==> src/rtl/tdm_demux_pkg.sv <==
// Shared definitions for the TDM receive demultiplexer: FSM state encoding,
// counter control bundle and the width helper macro.
`ifndef TDM_CLOG2
`define TDM_CLOG2(n) (((n) > 1) ? $clog2(n) : 1)
`endif

package tdm_demux_pkg;

  typedef enum logic {
    HUNT   = 1'b0,
    LOCKED = 1'b1
  } state_t;

  typedef struct packed {
    logic clr;
    logic load1;
    logic en;
  } cnt_ctl_t;

endpackage

==> src/rtl/tdm_slot_counter.sv <==
// Mod-N_CH slot counter giving the index of the next expected beat.
// Priority: clear, then load-1, then increment with wrap.
module tdm_slot_counter
  import tdm_demux_pkg::*;
#(
  parameter int N_CH = 4,
  localparam int SEL_W = `TDM_CLOG2(N_CH)
) (
  input  logic             clk,
  input  logic             rst_n,
  input  logic             clr,
  input  logic             load1,
  input  logic             en,
  output logic [SEL_W-1:0] sel,
  output logic             last_slot
);

  assign last_slot = (sel == SEL_W'(N_CH - 1));

  always_ff @(posedge clk or negedge rst_n) begin
    if (!rst_n) begin
      sel <= '0;
    end else if (clr) begin
      sel <= '0;
    end else if (load1) begin
      sel <= SEL_W'(1);
    end else if (en) begin
      sel <= last_slot ? '0 : sel + SEL_W'(1);
    end
  end

endmodule

==> src/rtl/tdm_demux.sv <==
// Receive-side TDM demultiplexer: collects one word per slot into a shadow
// buffer and publishes a complete frame on ch_data in a single edge.
//
// state  | meaning
// HUNT   | waiting for a valid beat carrying frame_sync
// LOCKED | aligned; sel tracks the slot of the next expected beat
module tdm_demux
  import tdm_demux_pkg::*;
#(
  parameter int N_CH = 4,
  parameter int W    = 8,
  localparam int SEL_W = `TDM_CLOG2(N_CH)
) (
  input  logic                clk,
  input  logic                rst_n,
  input  logic [W-1:0]        din,
  input  logic                din_valid,
  input  logic                frame_sync,
  output logic [N_CH*W-1:0]   ch_data,
  output logic                frame_valid,
  output logic [SEL_W-1:0]    sel,
  output logic                locked,
  output logic                sync_err
);

  state_t                   state;
  cnt_ctl_t                 cnt_ctl;
  logic                     last_slot;
  logic [N_CH-2:0][W-1:0]   shadow;

  tdm_slot_counter #(.N_CH(N_CH)) u_slot_counter (
    .clk       (clk),
    .rst_n     (rst_n),
    .clr       (cnt_ctl.clr),
    .load1     (cnt_ctl.load1),
    .en        (cnt_ctl.en),
    .sel       (sel),
    .last_slot (last_slot)
  );

  // Any sync beat restarts the frame at slot 1; a missing sync at slot 0 drops lock.
  always_comb begin
    cnt_ctl = '0;
    if (din_valid) begin
      if (state == HUNT) begin
        cnt_ctl.load1 = frame_sync;
      end else if (frame_sync) begin
        cnt_ctl.load1 = 1'b1;
      end else if (sel == '0) begin
        cnt_ctl.clr = 1'b1;
      end else begin
        cnt_ctl.en = 1'b1;
      end
    end
  end

  always_ff @(posedge clk or negedge rst_n) begin
    if (!rst_n) begin
      state       <= HUNT;
      locked      <= 1'b0;
      frame_valid <= 1'b0;
      sync_err    <= 1'b0;
      shadow      <= '0;
      ch_data     <= '0;
    end else begin
      frame_valid <= 1'b0;
      sync_err    <= 1'b0;
      if (din_valid) begin
        if (state == HUNT) begin
          if (frame_sync) begin
            shadow[0] <= din;
            state     <= LOCKED;
            locked    <= 1'b1;
          end
        end else if (frame_sync) begin
          // Early sync discards the partial frame; the beat becomes slot 0.
          shadow[0] <= din;
          if (sel != '0) begin
            sync_err <= 1'b1;
          end
        end else if (sel == '0) begin
          sync_err <= 1'b1;
          state    <= HUNT;
          locked   <= 1'b0;
        end else if (last_slot) begin
          ch_data     <= {din, shadow};
          frame_valid <= 1'b1;
        end else begin
          for (int k = 1; k < N_CH - 1; k++) begin
            if (sel == SEL_W'(k)) begin
              shadow[k] <= din;
            end
          end
        end
      end
    end
  end

endmodule

==> config.mk <==
export PLATFORM = sky130hd
export DESIGN_NAME = tdm_demux
export DESIGN_NICKNAME = d
export VERILOG_FILES = /design/src/rtl/tdm_demux_pkg.sv /design/src/rtl/tdm_slot_counter.sv /design/src/rtl/tdm_demux.sv
export SDC_FILE = /design/constraint.sdc
export NUM_CORES = 1
export LEC_CHECK = 0
export CAP_MARGIN = 20
export CORE_UTILIZATION = 35
export DETAILED_ROUTE_END_ITERATION = 10
export DONT_BUFFER_PORTS = 1
export GPL_TIMING_DRIVEN = 0
export HOLD_SLACK_MARGIN = 0.02
export PLACE_DENSITY = 0.5
export SLEW_MARGIN = 10
export SYNTH_ARGS = -nofsm -noshare
export SYNTH_HDL_FRONTEND = slang
export SYNTH_SLANG_ARGS = --single-unit
==> constraint.sdc <==
create_clock -name clk -period 5.2 [get_ports clk]
set_input_delay 1.04 -clock clk [delete_from_list [all_inputs] [get_ports clk]]
set_output_delay 1.04 -clock clk [all_outputs]
set_load 0.05 [all_outputs]
==> impl_results.md, run 1 <==
- Routed WL: 4770 um
- Setup TNS: 0 ns
- Setup crit end kind: flop
- Initial Util: 36.2%
- Layout cells sized above 1: between 40% and 50%
- Hold-fix buffers, CTS: 0
- Unrepaired setup endpoints after global routing: false
- Syn nets: 177
- Worst slack, placed: 2.91 ns
- Non-Filler Instances: approximately 270
- Vias in the first global route: 1390
- Post-route ant nets: 0
- TritonCTS clock tree: built
- Clock Sinks: 62
- Final core occ: 41.1%
- Clock transition at the registers of the reported paths: ~0.07 ns
- Synth warn: 0
- CTS Buf Count: 9
- Register bit total from synthesis: 62
- Distinct cells, synth: 22
- Post-route setup slack: 2.90 ns
- Vias: 1289
- Global-route congestion overflow total: 0
- First-pass DRT Iterations: 4
- DIE WIDTH: 88.6 um
- Final Wtd Congestion: 0.750
- Largest family of logic cells by synthesized area: multiplexers
- Worst-Skew Late Latency: 0.34 ns
- Pwr/cell area: about 680 nW/um^2
- Die Span Y: 88.6 um
- Status: finished, final reports clean
- Mux share of post-synthesis cell area: 28.3%
- Drt drc: 0
- Vias per std cell: 4.72
- Post-DP HPWL: 3040 um
- Critical Path RT: 5.42 ns
- Post-route minimum period: 2.30 ns
- Tot GR Track Use: 14.1%
- Worst EP arrival: 2.52 ns
- Post-Synth Simple-Gate Area: 4.20%
- Largest net degree at the start of global routing: 63
- Final setup viols: 0
- Max_cap viols: 0
- Worst setup SP type: flop
- Area Overhead vs Synth: 13.6%
- Adder-cell share of the synthesized area: 3.34%
- Final Slew Violations: 0
- Cells after Synth: around 160
- Synth Area in Compound Gates: between 1.5 and 2%
- Placed Cells: ~260
- Initial antenna violation count: 0
- Std-Cell Rows: 31
- First-pass GRT wire length: ~7600 um
- Io pins: 49
- Worst Hold Class: in -> async
- Average cell area after synthesis: 16.6 sq um
- Least-Margin Pin Slew: ~0.62 ns
- Maximum VDD drop: around 0.00017 V
- Slew HR: between 50% and 60%
- Tot Pwr: approximately 2 mW
- CTS root buf: clkbuf_8
- Setup Fix Bufs, Post-CTS: 0
- Iteration-0 DRC Markers: 30
- PostCTS Resize Cnt: 0
- Seq/Total Area, Yosys: 59.2%
- Core area: approximately 7300 sq um
- Skew final: between 0.006 and 0.007 ns
- R2R setup slack: 2.90 ns
- H-tree depth: 3
- Synth Cell Area: 2620 sq um
- CP Max Fanout: 10
- Fmax: 434 MHz
- Die area: ~8000 sq um
- Leak pwr: roughly 1.5 nW
- Tcrit/Tclk final: 44.3%
- Antenna diodes: 0
- Post-synthesis xor/xnor area fraction: 0%
- Deepest clock path buffer count: 2
- Critical path class: reg -> reg
- Final Hold Vio Count: 0
- Nets: about 190
- Number of port buffers: 0
- Routed wire per std cell: 17.5 um
## Yosys cell counts
library cell  number  area, sq um
dfrtp_1           62         1550
mux2_4            30          450
mux2_2            26          293
ha_1               7         87.6
inv_1              5         18.8
a21oi_1            3         15.0
buf_12             3         60.1
and3_2             2         15.0
buf_2              2         10.0
nand2_1            2         7.51
nand2_2            2         12.5
nand3_1            2         10.0
nor2_1             2         7.51
o21ai_0            2         10.0
a21boi_0           1         7.51
a31o_2             1         8.76
and3_4             1         11.3
and4b_1            1         10.0
nand2_4            1         11.3
nand3b_1           1         7.51
nor3b_1            1         7.51
or4b_1             1         10.0
## worst max-delay path, stage by stage, from the launching register on
cell and delay, ns:
dfrtp_1 0.74, inv_1 0.14, ha_1 0.28, inv_1 0.07, ha_1 0.17, and3_4 0.22
nand2_4 0.10, buf_12 0.18, mux2_4 0.30
## sequential cells by signal (all words and copies together) (netlist names)
| name | count |
|---|---|
| locked | 1 |
| state | 1 |
| ch_data | 32 |
| shadow | 24 |
| sync_err | 1 |
| u_slot_counter.sel | 2 |
| frame_valid | 1 |
## where the power goes
group          leakage (nW)  internal, mW  switching, mW
clock                 0.116         0.296          0.189
combinational         0.598         0.239          0.109
sequential            0.799         0.657          0.535
total                  1.51          1.19          0.833
## stage by stage
| step | hold slack (ns) | instance area, sq um |
|---|---|---|
| after floorplan | 0.475 | 2620 |
| after global placement | 0.485 | 2750 |
| after detailed placement | 0.487 | 2750 |
| after CTS | 0.372 | 2980 |
| after global routing | 0.354 | 2980 |
| final | 0.391 | 2980 |
## path summary, 6_finish.rpt
check	start	endpoint	depth (start not counted)
min in group clk	shadow[15]	ch_data[15]	1
max reg2reg	u_slot_counter.sel[0]	ch_data[23]	8
max	u_slot_counter.sel[0]	ch_data[23]	8
min reg2reg	shadow[15]	ch_data[15]	1
min	rst_n	ch_data[24]	0
max in group asynchronous	rst_n	shadow[7]	0
## metal layers
metal	track usage (%)	vias up	part of all wire (%)
met5	0	-	0
met4	8.36	0	1.7
met3	6.16	7	5.7
met2	20.4	40	47
met1	17.3	671	46
li1	-	571	-
## logic make-up (layout without fill, tap and decap cells)
kind of cell / Yosys count / in the layout
flops: 62 / 62
mux: 56 / 56
simple gates: 16 / 16
buf+inv: 10 / 26
fa+ha+maj: 7 / 7
compound gates: 7 / 7
## cells in the final DEF (no fill, tap or decap), types with 3 or more instances in the layout
| cell | synthesis | routed |
|---|---|---|
| dfrtp_1 | 62 | 62 |
| mux2_4 | 30 | 30 |
| mux2_2 | 26 | 26 |
| clkbuf_8 | 0 | 11 |
| ha_1 | 7 | 7 |
| inv_1 | 5 | 5 |
| buf_12 | 3 | 3 |
| a21oi_1 | 3 | 3 |
## cell type report
type	instances	area (sq um)
clock buffer	11	151
multi-input combinational	86	982
inverter	5	18.8
buffer	5	70.1
fill	677	4270
clock inverter	5	81.3
tap	99	124
sequential	62	1550
Power figures use the tool's default switching activity.
==> inputs of run 2 (changes only) <==
==> constraint.sdc (replaced) <==
create_clock -name clk -period 2.25 [get_ports clk]
set_input_delay 0.45 -clock clk [delete_from_list [all_inputs] [get_ports clk]]
set_output_delay 0.45 -clock clk [all_outputs]
set_load 0.05 [all_outputs]
==> impl_results.md, run 2 (same netlist as run 1, synthesis figures left out) <==
- Setup Fix Bufs, Post-CTS: 0 (unchanged)
- Vias in the first global route: 1401 (+0.79%)
- Tcrit/Tclk final: 93.1% (+49 points)
- Final Wtd Congestion: 0.750 (unchanged)
- Pwr/cell area: 1560 nW/um^2 (+130%)
- Largest regs: ch_data (32), shadow (24), u_slot_counter.sel (2)
- Deepest clock path buffer count: 2 (unchanged)
- Post-route ant nets: 0 (unchanged)
- Final setup viols: 0 (unchanged)
- Final core occ: 41.6% (+0.55 points)
- Maximum VDD drop: 0.000396 V (+130%)
- Die Span Y: 88.6 um (unchanged)
- Register-to-Register Path Depth: 8 (unchanged)
- Nets: 190 (+1.1%)
- Clock Sinks: 62 (unchanged)
- Status: finished, final reports clean
- Most flop-heavy register: ch_data
- Critical Path RT: 2.47 ns (-2.95 ns)
- Comb pwr share: 17.7% (+0.5 points)
- Vias per std cell: 4.72 (-0.11%)
- Non-Filler Instances: 275 (+0.73%)
- Worst path cell trace: inv_1 -> ha_1 -> inv_1 -> ha_1 -> and3_4 -> nand2_4 -> buf_12 -> mux2_4
- Layout cells sized above 1: 49.4% (+1.2 points)
- Slew HR: 65.8% (+7.3 points)
- Initial Util: 36.2% (unchanged)
- First-pass GRT wire length: 7600 um (+0.45%)
- Tot GR Track Use: 14.1% (+0.060 points)
- CP max stage cell: dfrtp_2
- Drt drc: 0 (unchanged)
- Post-DP HPWL: 3040 um (unchanged)
- Critical path depth: 8 (unchanged)
- Fillers: 672 (-0.74%)
- Final Slew Violations: 0 (unchanged)
- Io pins: 49 (unchanged)
- Sw Ratio: 41.3% (+0.20 points)
- Clock power frac: 23.8% (about the same)
- Largest net degree at the start of global routing: 63 (unchanged)
- DIE WIDTH: 88.6 um (unchanged)
- Fmax: 477 MHz (+10%)
- Placed Cells: 257 (unchanged)
- Routed WL: 4780 um (+0.29%)
- Most frequent cells in the layout: dfrtp_1, mux2_4, mux2_2, clkbuf_8, ha_1
- CTS Buf Count: 9 (unchanged)
- Initial antenna violation count: 0 (unchanged)
- Antenna diodes: 0 (unchanged)
- CTS root buf: clkbuf_8
- Worst Hold Class: in -> reg
- Setup crit end kind: flop
- Final Hold Vio Count: 0 (unchanged)
- Switching Power: 1.95 mW (+130%)
- Critical Path Max Stage Delay: 0.58 ns (-0.16 ns)
- Leak pwr: 1.53 nW (+0.96%)
- Max reg flops: 32 (unchanged)
- Global-route congestion overflow total: 0 (unchanged)
- Worst setup SP type: flop
- Hold_ws: 0.180 ns (-0.211 ns)
- Worst EP arrival: 2.31 ns (-0.21 ns)
- Vias: 1297 (+0.62%)
- Sequential Power Share: 58.6% (-0.3 points)
- Std-Cell Rows: 31 (unchanged)
- TritonCTS clock tree: built
- Critical path class: reg -> reg
- Clock transition at the registers of the reported paths: 0.07 ns (about the same)
- Post-route minimum period: 2.09 ns (-0.209 ns)
- Area Overhead vs Synth: 15.1%
- Least-Margin Pin Slew: 0.513 ns (-0.109 ns)
- Die area: 7840 sq um (unchanged)
- Unrepaired setup endpoints after global routing: false
- Setup TNS: 0 ns (unchanged)
- Skew final: 0.00629 ns (-0.0000462 ns)
- Commonest non-fill, non-tap cell in the layout: dfrtp_1
- Routed wire per std cell: 17.4 um (-0.44%)
- Iteration-0 DRC Markers: 28 (-6.7%)
- Worst-Skew Late Latency: 0.33 ns (about the same)
- Top delay family on crit path: flip-flops
- Bufs and invs on worst path: 3 (unchanged)
- H-tree depth: 3 (unchanged)
- Power Internal: 2.76 mW (+130%)
- First-pass DRT Iterations: 4 (unchanged)
- Max_cap viols: 0 (unchanged)
- WHS Path Cells: 1
- CP Max Fanout: 10 (unchanged)
- Core area: 7250 sq um (unchanged)
- Number of port buffers: 0 (unchanged)
[run 2: changes by cell type in the layout (fill, tap and decap cells not counted)]
cell,delta
buf_16,+1
dfrtp_2,+2
dlygate4sd3_1,+1
dfrtp_1,-2
[run 2: layer usage]
metal	share of wire [%]	vias to the layer above	wire length, um	track usage [%]
met3	5.7	7	274	6.16
met1	45	675	2170	17.5
met2	47	40	2260	20.5
met4	1.7	0	81	8.36
met5	0	-	0	0
li1	-	575	-	-
[run 2: layout make-up]
| class | instances | area [sq um] | area share (%) |
|---|---|---|---|
| Buffer | 5 | 70.1 | 2.32 |
| Clock buffer | 11 | 151 | 5.01 |
| Tap cell | 99 | 124 | 4.10 |
| Sequential cell | 62 | 1550 | 51.5 |
| Inverter | 5 | 18.8 | 0.622 |
| Multi-Input combinational cell | 86 | 982 | 32.5 |
| Clock inverter | 5 | 81.3 | 2.69 |
| Timing Repair Buffer | 2 | 37.5 | 1.24 |
[run 2: through the flow]
stage | power, mW | area (sq um) | worst slack (ns)
2_1_floorplan | 3.40 | 2620 | 0.151
3_3_place_gp | 3.55 | 2750 | 0.00902
3_5_place_dp | 3.60 | 2750 | -0.0422
4_1_cts | 4.76 | 3020 | 0.162
5_1_grt | 4.98 | 3020 | 0.0599
6_report | 4.71 | 3020 | 0.155
[run 2: repair_timing]
item / CTS / global route
endpoints found under the setup margin: 30 / 0
resized for setup: 2 / 0
endpoints found under the hold margin: 62 / 0
hold buffers: 2 / 0
[run 2: final timing paths]
path | from | endpoint | slack [ns]
max in group asynchronous | rst_n | u_slot_counter.sel[0] | 1.33
worst min-delay path | frame_sync | frame_valid | 0.18
worst min register to register | shadow[15] | ch_data[15] | 0.50
min in group asynchronous | rst_n | ch_data[24] | 0.65
worst max-delay path | u_slot_counter.sel[0] | ch_data[23] | 0.16
worst max register to register | u_slot_counter.sel[0] | ch_data[23] | 0.16
[run 2: power by group through the flow]
stage | sequential [mW] | clock, mW | combinational [mW]
3_3_place_gp | 2.77 | 0 | 0.782
6_report | 2.76 | 1.12 | 0.833
3_5_place_dp | 2.79 | 0 | 0.810
4_1_cts | 2.77 | 1.15 | 0.845
5_1_grt | 2.83 | 1.23 | 0.933
2_1_floorplan | 2.68 | 0 | 0.718
[run 2: worst reg2reg max path: cells and delay by family, from the launching register on]
kind | cells | cell delay (ns)
muxes | 1 | 0.30
DFF | 1 | 0.58
buffers and inverters | 3 | 0.36
and+or+nand+nor | 2 | 0.32
adders and majority gates | 2 | 0.43
==> inputs of run 3 (changes only) <==
--- a/config.mk
+++ b/config.mk
@@ -5,13 +5,13 @@
 export SDC_FILE = /design/constraint.sdc
 export NUM_CORES = 1
 export LEC_CHECK = 0
+export BUFFER_PORTS_ARGS = -buffer_cell sky130_fd_sc_hd__buf_2
 export CAP_MARGIN = 20
 export CORE_UTILIZATION = 35
 export DETAILED_ROUTE_END_ITERATION = 10
-export DONT_BUFFER_PORTS = 1
 export GPL_TIMING_DRIVEN = 0
 export HOLD_SLACK_MARGIN = 0.02
-export PLACE_DENSITY = 0.5
+export PLACE_DENSITY = 0.56
 export SLEW_MARGIN = 10
 export SYNTH_ARGS = -nofsm -noshare
 export SYNTH_HDL_FRONTEND = slang
==> impl_results.md, run 3 (same netlist as run 1, synthesis figures left out) <==
- TritonCTS clock tree: built
- Vias: 1441 (+11%)
- Worst Hold Class: in -> async
- Post-route minimum period: 1.93 ns (-0.165 ns)
- Clock Sinks: 62 (unchanged)
- Worst EP arrival: 2.15 ns (-0.16 ns)
- Final Slew Violations: 0 (unchanged)
- Top Layer Used: met4
- Worst setup SP type: flop
- Clock power frac: 18.2% (-5.6 points)
- Io pins: 49 (unchanged)
- Placed Cells: 304 (+18%)
- Worst-Skew Late Latency: 0.34 ns (about the same)
- Least-Margin Pin Slew: 0.756 ns (+0.243 ns)
- Post-DP HPWL: 3020 um (-0.58%)
- Maximum VDD drop: 0.000569 V (+44%)
- Global-route congestion overflow total: 0 (unchanged)
- First-pass DRT Iterations: 3 (-1)
- Largest regs: ch_data (32), shadow (24), u_slot_counter.sel (2)
- Initial antenna violation count: 0 (unchanged)
- Max reg flops: 32 (unchanged)
- Setup TNS: 0 ns (unchanged)
- Worst slack, placed: 0.313 ns (+0.355 ns)
- Tot GR Track Use: 13.4% (-0.78 points)
- H-tree depth: 3 (unchanged)
- CTS Buf Count: 9 (unchanged)
- Final Hold Vio Count: 0 (unchanged)
- Vias in the first global route: 1412 (+0.79%)
- Critical Path RT: 2.47 ns (about the same)
- Post-route setup slack: 0.320 ns (+0.165 ns)
- First-pass GRT wire length: 7400 um (-2.7%)
- Largest net degree at the start of global routing: 63 (unchanged)
- Final Wtd Congestion: 0.731 (-2.5%)
- Setup Fix Bufs, Post-CTS: 0 (unchanged)
- Final setup viols: 0 (unchanged)
- Vias per std cell: 4.50 (-4.5%)
- WL met3: 251 um (-8.4%)
- Die area: 7840 sq um (unchanged)
- Post-route ant nets: 0 (unchanged)
- Critical path class: reg -> reg
- Worst path cell trace: inv_1 -> ha_1 -> inv_1 -> ha_1 -> and3_4 -> nand2_4 -> buf_12 -> mux2_4
- Non-Filler Instances: 320 (+16%)
- Commonest non-fill, non-tap cell in the layout: dfrtp_1
- Critical Path Max Stage Delay: 0.47 ns (-0.11 ns)
- CTS root buf: clkbuf_8
- Routed WL: 4640 um (-3.1%)
- Most frequent cells in the layout: dfrtp_1, buf_2, mux2_4, mux2_2, clkbuf_8
- Comb pwr share: 43.5% (+26 points)
- Unrepaired setup endpoints after global routing: false
- Sw Ratio: 43.0% (+1.6 points)
- Status: finished, final reports clean
- Tcrit/Tclk final: 85.8% (-7.3 points)
- Drt drc: 0 (unchanged)
- Leak pwr: 1.71 nW (+12%)
- Setup crit end kind: flop
- CP max stage cell: dfrtp_1
- Area Overhead vs Synth: 20.4%
- Initial Util: 36.2% (unchanged)
- Deepest clock path buffer count: 2 (unchanged)
- Power Internal: 2.67 mW (-3.5%)
- Most flop-heavy register: ch_data
- Std-Cell Rows: 31 (unchanged)
- Core area: 7250 sq um (unchanged)
- Fmax: 518 MHz (+8.6%)
- Number of port buffers: 47 (+47)
- Max_cap viols: 0 (unchanged)
- CP Max Fanout: 10 (unchanged)
- DR WL met2: 2080 um (-8.1%)
- Clock transition at the registers of the reported paths: 0.07 ns (about the same)
- Hold-fix buffers, CTS: 0 (-2)
- Slew HR: 49.6% (-16 points)
- Iteration-0 DRC Markers: 30 (+7.1%)
- Sequential Power Share: 38.3% (-20 points)
- Layout cells sized above 1: 59.3% (+9.8 points)
- PostCTS Resize Cnt: 0 (-2)
- Antenna diodes: 0 (unchanged)
- Routed wire per std cell: 14.5 um (-17%)
- R2R setup slack: 0.32 ns (+0.17 ns)
- Metal-1 WL: 2230 um (+2.7%)
- DIE WIDTH: 88.6 um (unchanged)
- Switching Power: 2.01 mW (+3.1%)
- Die Span Y: 88.6 um (unchanged)
- Nets: 235 (+24%)
- Skew final: 0.0109 ns (+0.00465 ns)
- Pwr/cell area: 1480 nW/um^2 (-5.2%)
run 3: layer usage:
| metal | vias to the layer above | track usage, % |
|---|---|---|
| li1 | 674 | - |
| met1 | 719 | 17.3 |
| met2 | 38 | 19.7 |
| met3 | 10 | 5.88 |
| met4 | 0 | 5.28 |
| met5 | - | 0 |
run 3: final timing paths:
check / startpoint / end / cells after the start
worst min-delay path: rst_n / ch_data[8] / 1
worst max register to register: u_slot_counter.sel[0] / ch_data[27] / 8
max in group asynchronous: rst_n / ch_data[15] / 1
min in group clk: frame_sync / frame_valid / 2
worst min register to register: shadow[4] / ch_data[4] / 1
worst max-delay path: u_slot_counter.sel[0] / ch_data[27] / 8
run 3: stage by stage:
| stage | utilization, % | hold slack, ns | instance area, sq um | total power [mW] |
|---|---|---|---|---|
| floorplan | - | 0.154 | 2620 | 3.40 |
| global placement | 41.1 | 0.483 | 2980 | 3.84 |
| detailed placement | 41.1 | 0.490 | 2980 | 3.87 |
| CTS | 43.5 | 0.210 | 3160 | 4.73 |
| global route | 43.5 | 0.238 | 3160 | 4.94 |
| finish | 43.5 | 0.190 | 3160 | 4.67 |
run 3: power by group through the flow:
stage	clock [mW]	sequential, mW	combinational (mW)
final	0.850	1.79	2.03
after global routing	0.937	1.85	2.16
after CTS	0.880	1.80	2.06
after detailed placement	0	1.81	2.06
after global placement	0	1.81	2.03
after floorplan	0	2.68	0.718
run 3: final cells by class:
cell class	count	area, sq um
flip-flops and latches	62	1550
inverters	5	18.8
multi-input cells	86	982
repair buffers	47	238
plain buffers	5	70.1
clock buffers	9	124
clock inverters	7	50.0
well taps	99	124
fillers	695	4100
run 3: worst max-delay path: cells and delay by family (launching register included):
| kind | cells | cell delay, ns |
|---|---|---|
| buf+inv | 3 | 0.35 |
| mux | 1 | 0.30 |
| simple gates | 2 | 0.31 |
| flops | 1 | 0.47 |
| fa+ha+maj | 2 | 0.40 |
